$ cat src/rtl/wb_stage.sv
// wb_stage: MIPS write-back stage.
// Holds the MEM/WB register, waits for the data-SRAM response of a load, extracts and
// extends the loaded byte/half/word, and drives the register-file and HI/LO write ports.
// wb_allowin back-pressures the earlier stages while a load response is outstanding.
module wb_stage #(
  parameter int          REG_ADDR_W = 7,
  parameter logic [31:0] RESET_PC   = 32'hbfc00000
) (
  input  logic                  clk,
  input  logic                  rst,
  input  logic                  valid_M,
  input  logic                  RegWriteM,
  input  logic                  MemtoRegM,
  input  logic [2:0]            MemReadType,
  input  logic [REG_ADDR_W-1:0] WriteRegM,
  input  logic [31:0]           ALUoutM,
  input  logic                  HI_LO_write_enableM,
  input  logic [63:0]           HI_LO_dataM,
  input  logic [31:0]           PCM,
  input  logic                  flush_W,
  input  logic [31:0]           data_rdata,
  input  logic                  data_data_ok,
  output logic                  wb_allowin,
  output logic                  RegWriteW,
  output logic [REG_ADDR_W-1:0] WriteRegW,
  output logic [31:0]           ResultW,
  output logic                  HI_LO_write_enable_from_WB,
  output logic [63:0]           HI_LO_data,
  output logic [31:0]           debug_wb_pc
);

  // IDLE: no pending load, WAIT: load response outstanding,
  // READY: load data buffered, DRAIN: flushed load whose response is still owed.
  typedef enum logic [1:0] {
    IDLE  = 2'd0,
    WAIT  = 2'd1,
    READY = 2'd2,
    DRAIN = 2'd3
  } state_t;

  state_t                state_reg, state_next;
  logic                  wb_valid_reg, wb_valid_next;
  logic                  reg_write_reg;
  logic                  mem_to_reg_reg;
  logic                  hilo_we_reg;
  logic [2:0]            read_type_reg;
  logic [REG_ADDR_W-1:0] write_reg_reg;
  logic [31:0]           alu_out_reg;
  logic [31:0]           pc_reg;
  logic [31:0]           rbuf_reg;
  logic [63:0]           hilo_data_reg;

  logic                  capture;
  logic                  rbuf_load;
  logic                  commit;
  logic [7:0]            rbuf_bytes [4];
  logic [7:0]            sel_byte;
  logic [15:0]           sel_half;
  logic [31:0]           load_data;

  // Byte lanes of the buffered load word, indexed by the address offset.
  genvar gi;
  generate
    for (gi = 0; gi < 4; gi++) begin : g_bytes
      assign rbuf_bytes[gi] = rbuf_reg[gi*8 +: 8];
    end
  endgenerate

  // State register.
  always_ff @(posedge clk or posedge rst) begin
    if (rst) begin
      state_reg <= IDLE;
    end else begin
      state_reg <= state_next;
    end
  end

  // Next-state logic, handshake and register load enables.
  always_comb begin
    state_next    = state_reg;
    wb_valid_next = wb_valid_reg;
    wb_allowin    = 1'b0;
    capture       = 1'b0;
    rbuf_load     = 1'b0;
    case (state_reg)
      IDLE, READY: begin
        // WB is free (or its load commits this cycle): take whatever MEM offers.
        wb_allowin    = 1'b1;
        capture       = valid_M;
        wb_valid_next = valid_M;
        if (valid_M && MemtoRegM) begin
          state_next = WAIT;
        end else begin
          state_next = IDLE;
        end
      end
      WAIT: begin
        if (data_data_ok) begin
          if (flush_W) begin
            // Killed in the same cycle the data arrived: nothing is owed any more.
            state_next    = IDLE;
            wb_valid_next = 1'b0;
          end else begin
            rbuf_load  = 1'b1;
            state_next = READY;
          end
        end else if (flush_W) begin
          state_next = DRAIN;
        end
      end
      DRAIN: begin
        if (data_data_ok) begin
          state_next    = IDLE;
          wb_valid_next = 1'b0;
        end
      end
      default: begin
        state_next    = IDLE;
        wb_valid_next = 1'b0;
      end
    endcase
  end

  // MEM/WB register and load-data buffer.
  always_ff @(posedge clk or posedge rst) begin
    if (rst) begin
      wb_valid_reg   <= 1'b0;
      reg_write_reg  <= 1'b0;
      mem_to_reg_reg <= 1'b0;
      hilo_we_reg    <= 1'b0;
      read_type_reg  <= 3'd0;
      write_reg_reg  <= '0;
      alu_out_reg    <= 32'd0;
      pc_reg         <= RESET_PC;
      rbuf_reg       <= 32'd0;
      hilo_data_reg  <= 64'd0;
    end else begin
      wb_valid_reg <= wb_valid_next;
      if (capture) begin
        reg_write_reg  <= RegWriteM;
        mem_to_reg_reg <= MemtoRegM;
        hilo_we_reg    <= HI_LO_write_enableM;
        read_type_reg  <= MemReadType;
        write_reg_reg  <= WriteRegM;
        alu_out_reg    <= ALUoutM;
        pc_reg         <= PCM;
        hilo_data_reg  <= HI_LO_dataM;
      end
      if (rbuf_load) begin
        rbuf_reg <= data_rdata;
      end
    end
  end

  // Load extraction: select byte/half by the address offset and extend.
  always_comb begin
    sel_byte = rbuf_bytes[alu_out_reg[1:0]];
    sel_half = alu_out_reg[1] ? rbuf_reg[31:16] : rbuf_reg[15:0];
    case (read_type_reg)
      3'b000:  load_data = rbuf_reg;
      3'b001:  load_data = {{24{sel_byte[7]}}, sel_byte};
      3'b010:  load_data = {24'd0, sel_byte};
      3'b011:  load_data = {{16{sel_half[15]}}, sel_half};
      3'b100:  load_data = {16'd0, sel_half};
      default: load_data = rbuf_reg;
    endcase
  end

  // Commit and write-port outputs; enables and data are zero without a commit.
  always_comb begin
    commit = wb_valid_reg & ~flush_W &
             (((state_reg == IDLE) & ~mem_to_reg_reg) | (state_reg == READY));
    RegWriteW                  = commit & reg_write_reg & (write_reg_reg != '0);
    HI_LO_write_enable_from_WB = commit & hilo_we_reg;
    ResultW                    = 32'd0;
    if (commit) begin
      ResultW = mem_to_reg_reg ? load_data : alu_out_reg;
    end
  end

  assign WriteRegW   = write_reg_reg;
  assign HI_LO_data  = hilo_data_reg;
  assign debug_wb_pc = pc_reg;

endmodule

$ cat config.mk
export PLATFORM = sky130hd
export DESIGN_NAME = wb_stage
export DESIGN_NICKNAME = d
export VERILOG_FILES = /design/src/rtl/wb_stage.sv
export SDC_FILE = /design/constraint.sdc
export NUM_CORES = 1
export LEC_CHECK = 0
export BUFFER_PORTS_ARGS = -buffer_cell sky130_fd_sc_hd__buf_4
export CORE_MARGIN = 1.5
export CORE_UTILIZATION = 49
export CTS_CLUSTER_DIAMETER = 40
export CTS_CLUSTER_SIZE = 28
export DETAILED_ROUTE_END_ITERATION = 8
export PLACE_DENSITY = 0.91
export SYNTH_ARGS = -nofsm -noshare
export SYNTH_HDL_FRONTEND = slang
export SYNTH_SLANG_ARGS = --single-unit
$ cat constraint.sdc
create_clock -name clk -period 6.9 [get_ports clk]
set_clock_uncertainty 0.1 [all_clocks]
set_input_delay 0 -clock clk [delete_from_list [all_inputs] [get_ports clk]]
set_output_delay 0 -clock clk [all_outputs]
set_load 0.005 [all_outputs]
==> results of run 1 <==
[metrics by stage]
step / total power [W] / area (µm²) / setup slack, ps / utilization
floorplan: 0.00186 / 7830 / 2040 / -
finish: 0.00338 / 12700 / 2860 / 0.805
CTS: 0.00332 / 12700 / 3050 / 0.804
global route: 0.00351 / 12700 / 2630 / 0.805
detailed placement: 0.00228 / 10300 / 3530 / 0.653
global placement: 0.00224 / 10300 / 3620 / 0.653
[metal layers]
metal  global-route usage  share of wire
met1                0.383           0.36
met2                0.609           0.53
met3               0.0937          0.067
met4                0.153          0.038
met5                    0              0
[layout by cell type, fill, tap and decap left out, types with 9 or more instances in the layout]
cell	count
buf_4	321
dlygate4sd3_1	181
mux2_2	170
dfrtp_1	167
nand2_1	37
a21oi_1	26
o21ai_0	23
clkbuf_16	17
o211ai_1	16
inv_1	9
dfstp_2	9
[power breakdown]
| group | switching, W | internal [W] | leakage, nW |
|---|---|---|---|
| clock | 0.000431 | 0.000529 | 0.276 |
| combinational | 0.000401 | 0.000557 | 3.38 |
| sequential | 0.000215 | 0.00125 | 2.06 |
| total | 0.00105 | 0.00234 | 5.72 |
[area by class of cell]
| class | count | area share |
|---|---|---|
| sequential | 176 | 0.348 |
| timing repair buffer | 502 | 0.333 |
| multi-input combinational | 358 | 0.249 |
| clock buffer | 21 | 0.0371 |
| tap | 216 | 0.0213 |
| clock inverter | 11 | 0.00838 |
| inverter | 10 | 0.00335 |
| antenna | 3 | 0.000592 |
[worst max path at each step]
stage	startpoint	end	slack (ps)	cells after the start
after floorplan	rst	HI_LO_data[0]	2040	1
after global placement	mem_to_reg_reg	ResultW[25]	3620	5
after detailed placement	mem_to_reg_reg	ResultW[31]	3530	5
after CTS	mem_to_reg_reg	ResultW[31]	3050	5
after global routing	mem_to_reg_reg	ResultW[23]	2630	5
final	mem_to_reg_reg	ResultW[23]	2860	5
[critical path, stage by stage (launching register included)]
cell and delay (ps):
dfrtp_1 860, inv_1 670, a311oi_2 1220, o211ai_1 280, a21oi_1 290, buf_4 180
[cell families after synthesis]
group	Yosys count
buffers and inverters	54
XOR/XNOR	1
AND/OR/NAND/NOR	74
multiplexers	176
AO/OA/AOI/OAI	107
flip-flops	176
[timing repair]
| item | CTS | global route |
|---|---|---|
| hold buffers | 181 | 0 |
| endpoints found under the hold margin | 238 | 0 |
| setup endpoints to repair | 0 | 0 |
[cells in the mapped netlist, types with 4 or more instances]
| master | count |
|---|---|
| mux2i_1 | 5 |
| a21oi_1 | 26 |
| mux2_2 | 170 |
| clkbuf_1 | 13 |
| dfstp_2 | 9 |
| o22ai_1 | 4 |
| dfrtp_1 | 167 |
| buf_4 | 7 |
| nor2b_1 | 4 |
| o211ai_1 | 16 |
| buf_2 | 21 |
| a41oi_1 | 5 |
| o221a_2 | 5 |
| nor2_1 | 4 |
| nand2_1 | 37 |
| o21ai_0 | 23 |
| nor3b_1 | 8 |
| nand3_1 | 4 |
| inv_1 | 10 |
| a31oi_1 | 6 |
==> impl_metrics.tcl, run 1 <==
set metrics [dict create \
    worstReg2RegStart "state_reg[0]" \
    gp_congestion 0.926 \
    synth-async-reset-ratio 1.00 \
    syn-num-nets 766 \
    synthSimpleGateAreaFrac 0.0492 \
    multi_input_area_um2 3150 \
    status "completed" \
    antenna_found_initial 3 \
    grt_setup_unrepaired "false" \
    clk_latency_ps 430 \
    finalSetupViolCount 0 \
    tightest_slew_ps 1390 \
    clock.fmax_mhz 247 \
    cts_tree "built" \
    period_share 0.586 \
    whs_ps 77.0 \
    cp_max_fo 29 \
    crit_required_ps 6800 \
    synth_edf_count 0 \
    drt_iter0_markers 697 \
    syn_area_per_cell_um2 13.3 \
    slew_violations 0 \
    netlist_instances 588 \
    grt_pass1_wl_um 42700 \
    yosysTopAreaCellShare 0.534 \
    finalSetupTns_ps 0 \
    synth_mux_area_frac 0.254 \
    yosysSeqAreaShare 0.564 \
    ys_seq_elements 176 \
    drive_gt1_frac 0.512 \
    largest_reg_flops 64 \
    post_drt_wl_per_cell_um 22.2 \
    peakVddDrop_mv 0.220 \
    arrival_ps 3940 \
    synth-main-ff-cell "dfrtp_1" \
    synth_top_family_by_area "multiplexers" \
    r2r_slack_ps 4440 \
    synth_xor_area_frac 0.00208 \
    grt_max_degree 79 \
    cp-start-kind "register" \
    synthTopCellsByArea "dfrtp_1 53%, mux2_2 24%, dfstp_2 3.0%" \
    endpoint_kind "output port" \
    maxCapViolations 0 \
    nNetsFinal 1243 \
    max-slew-margin-rel 0.0759 \
    globalRouteTotalUtil 0.342 \
    dp.cells 1081 \
    hpwl_um 16600 \
    clkTransAtPathRegs_ps 70 \
    grt_pass1_vias 7796 \
    yosys.area.top_type "dfrtp_1" \
    hold_viol_final 0 \
    cts_made_buffers 17 \
    grt_overflow 0 \
    die_x_um 129 \
    cts_resized 0 \
    die_h_um 129 \
    synth_compound_area_frac 0.0958 \
    crit_type "register to output port" \
    ff_latch_area_um2 4420 \
    coreArea_um2 15800 \
    power.leakage_nw 5.72 \
    ctsHtreeMaxLevel 4 \
    cts_sinks 176 \
    post_cts_buffers 0 \
    die_area_um2 16800 \
    initial_utilization 0.497 \
    ant_nets 0 \
    hold_path_class "input pin to asynchronous set/reset pin" \
    netlist_area_um2 7830 \
    r2r_end "state_reg[0]" \
    num_io_pins 316 \
    n_fill_cell 843 \
    viasPerCell 5.54 \
    final_cells 1297 \
    yosysWarnings 0 \
    routed_wl_um 28800 \
    vias 7190 \
    reg2reg_depth 5 \
    io_buffers 315 \
    cts_root_buf "clkbuf_16" \
    synth_fa_ha_area_frac 0 \
    post-route-min-period_ps 4040 \
    syn2layout_area_growth_pct 62.0 \
    power_density_nw_per_um2 267 \
    clockBufferDepth 2 \
    dr.pass1.iters 7 \
    ys_types 48 \
    drc 0 \
    placementRows 46 \
]
No activity file was read; power rests on OpenSTA's default activity.
==> inputs of run 2 (changes only) <==
ABC_AREA = 1   (was unset)
clock period = 4.05 ns   (was 6.9 ns; I/O delays follow)
==> impl_metrics.tcl, run 2 <==
set metrics [dict create \
    cp-start-kind "register" \
    ys_types 32 \
    dp.cells 1484 \
    arrival_ps 2690 \
    cp_max_fo 28 \
    cts_tree "built" \
    cp_common_cell "nand2_1" \
    post_cts_buffers 0 \
    initial_utilization 0.500 \
    largest_reg_flops 64 \
    clock.fmax_mhz 359 \
    crit_required_ps 3950 \
    clk_latency_ps 420 \
    yosysSeqAreaShare 0.558 \
    internal-power_w 0.00377 \
    placementRows 46 \
    switching_share 0.340 \
    cp_slowest_stage_delay_ps 870 \
    die_h_um 130 \
    yosysTopAreaCellShare 0.528 \
    num_io_pins 316 \
    antenna_found_initial 0 \
    drive_gt1_frac 0.265 \
    final_common_cell "nand2_1" \
    synth_edf_count 0 \
    final_cells 1693 \
    netlist_instances 1001 \
    cts_sinks 176 \
    grt_pass1_vias 9344 \
    netlist_area_um2 7910 \
    peakVddDrop_mv 0.319 \
    most-common-layout-cells "497 x nand2_1, 323 x buf_4, 177 x dlygate4sd3_1" \
    yosys.area.top_type "dfrtp_1" \
    hold_viol_final 0 \
    nNetsFinal 1642 \
    crit_type "register to output port" \
    switchingPower_w 0.00195 \
    grt_overflow 0 \
    syn2layout_area_growth_pct 60.9 \
    finalSetupViolCount 0 \
    crit_chain "inv_2, nand2_1, nand3_1, nor2_1, nor2_1, nand2_1, nand2_1, a21oi_1, buf_4" \
    grt_pass1_wl_um 47800 \
    hold_path_class "input pin to asynchronous set/reset pin" \
    power.leakage_nw 6.81 \
    cts_root_buf "clkbuf_16" \
    drc 0 \
    drt_iter0_markers 1021 \
    synth-async-reset-ratio 1.00 \
    cts_made_buffers 17 \
    slew_violations 0 \
    coreArea_um2 15800 \
    vias 9288 \
    synthMostInstantiatedCell "nand2_1" \
    hpwl_um 18000 \
    ys_top_cells_by_count "498 x nand2_1, 167 x dfrtp_1, 57 x nor2_1" \
    grt_max_degree 82 \
    clkPwrFrac 0.288 \
    syn-num-nets 1179 \
    p_total_w 0.00572 \
    viasPerCell 5.49 \
    synth-main-ff-cell "dfrtp_1" \
    p_comb_frac 0.298 \
    ys_seq_elements 176 \
    globalRouteTotalUtil 0.376 \
    post_drt_wl_per_cell_um 19.0 \
    period_share 0.689 \
    maxCapViolations 0 \
    synthTopCellsByArea "dfrtp_1 53%, nand2_1 24%, a21oi_1 3.5%" \
    status "completed" \
    io_buffers 315 \
    whs_ps 27.7 \
    die_x_um 130 \
    dr.pass1.iters 8 \
    yosysWarnings 0 \
    post-route-min-period_ps 2790 \
    insertedDiodeCount 0 \
    p_seq_frac 0.414 \
    power_density_nw_per_um2 449 \
    max-slew-margin-rel 0.380 \
    grt_setup_unrepaired "false" \
    n_fill_cell 847 \
    routed_wl_um 32200 \
    gp_congestion 0.938 \
    syn_area_per_cell_um2 7.90 \
    die_area_um2 16900 \
    ctsHtreeMaxLevel 4 \
    ant_nets 0 \
    clockBufferDepth 2 \
    clkTransAtPathRegs_ps 80 \
    finalSetupTns_ps 0 \
    endpoint_kind "output port" \
    tightest_slew_ps 920 \
    crit_path_top_delay_cell "dfrtp_1" \
]
[run 2: changes by cell type after synthesis, moves of 8 or more]
cell / change
nand3_1: +13
a21oi_2: +10
o21ai_0: +32
nor2_1: +53
a21oi_1: +30
nor3b_1: -8
mux2_2: -168
clkbuf_1: +19
inv_1: +33
nand2_1: +461
[run 2: worst max-delay path, delay by kind of cell (launching register included)]
kind	cells	cell delay (ps)
flip-flops	1	870
AND/OR/NAND/NOR	6	710
buffers and inverters	2	460
AO/OA/AOI/OAI	1	220
[run 2: cell type report]
class                      count  area [µm²]  share of cell area
timing repair buffer         500        4200               0.330
clock buffer                  23         488              0.0383
clock inverter                 9        98.8             0.00777
sequential                   176        4420               0.347
multi-input combinational    721        3070               0.241
tap                          216         270              0.0212
inverter                      48         186              0.0146
[run 2: cells by family (layout without fill, tap and decap cells)]
family                 after synthesis  in the layout  synth area share
AOI/OAI and AO/OA                  135            135            0.0943
buffers and inverters              104            580            0.0552
DFF                                176            176             0.558
muxes                                2              2           0.00285
and+or+nand+nor                    584            584             0.289
[run 2: final timing paths]
kind	startpoint	endpoint	slack [ps]	cells past startpoint
worst max-delay path	alu_out_reg[1]	ResultW[1]	1260	9
min in group clk	WriteRegM[6]	WriteRegW[6]	210	4
worst max register to register	state_reg[0]	alu_out_reg[1]	1660	6
worst min-delay path	rst	debug_wb_pc[9]	30	3
max in group asynchronous	rst	rbuf_reg[11]	2760	4
worst min register to register	debug_wb_pc[25]	debug_wb_pc[25]	380	2
[run 2: what timing repair did]
| item | 4_1_cts | 5_1_grt |
|---|---|---|
| endpoints found under the hold margin | 193 | 0 |
| resized for setup | 0 | 0 |
| hold buffers | 177 | 0 |
| setup endpoints to repair | 0 | 0 |
[run 2: metrics by stage]
step	cell area (µm²)	setup WS [ps]	util
after global routing	12700	1150	0.804
after CTS	12700	1370	0.804
after detailed placement	10400	1750	0.655
after floorplan	7910	1700	-
final	12700	1260	0.804
after global placement	10400	1780	0.655
[run 2: routing by layer]
| metal | part of all wire | GRT usage | vias up |
|---|---|---|---|
| met5 | 0 | 0 | - |
| met4 | 0.081 | 0.293 | 0 |
| met3 | 0.091 | 0.0943 | 203 |
| met2 | 0.48 | 0.634 | 706 |
| met1 | 0.34 | 0.406 | 4336 |
| li1 | - | - | 4043 |
[run 2: power groups by stage]
stage | clock network (W) | registers (W) | logic (W)
floorplan | 0 | 0.00230 | 0.000817
global placement | 0 | 0.00235 | 0.00140
detailed placement | 0 | 0.00235 | 0.00146
CTS | 0.00165 | 0.00233 | 0.00160
global route | 0.00172 | 0.00239 | 0.00184
finish | 0.00165 | 0.00237 | 0.00170
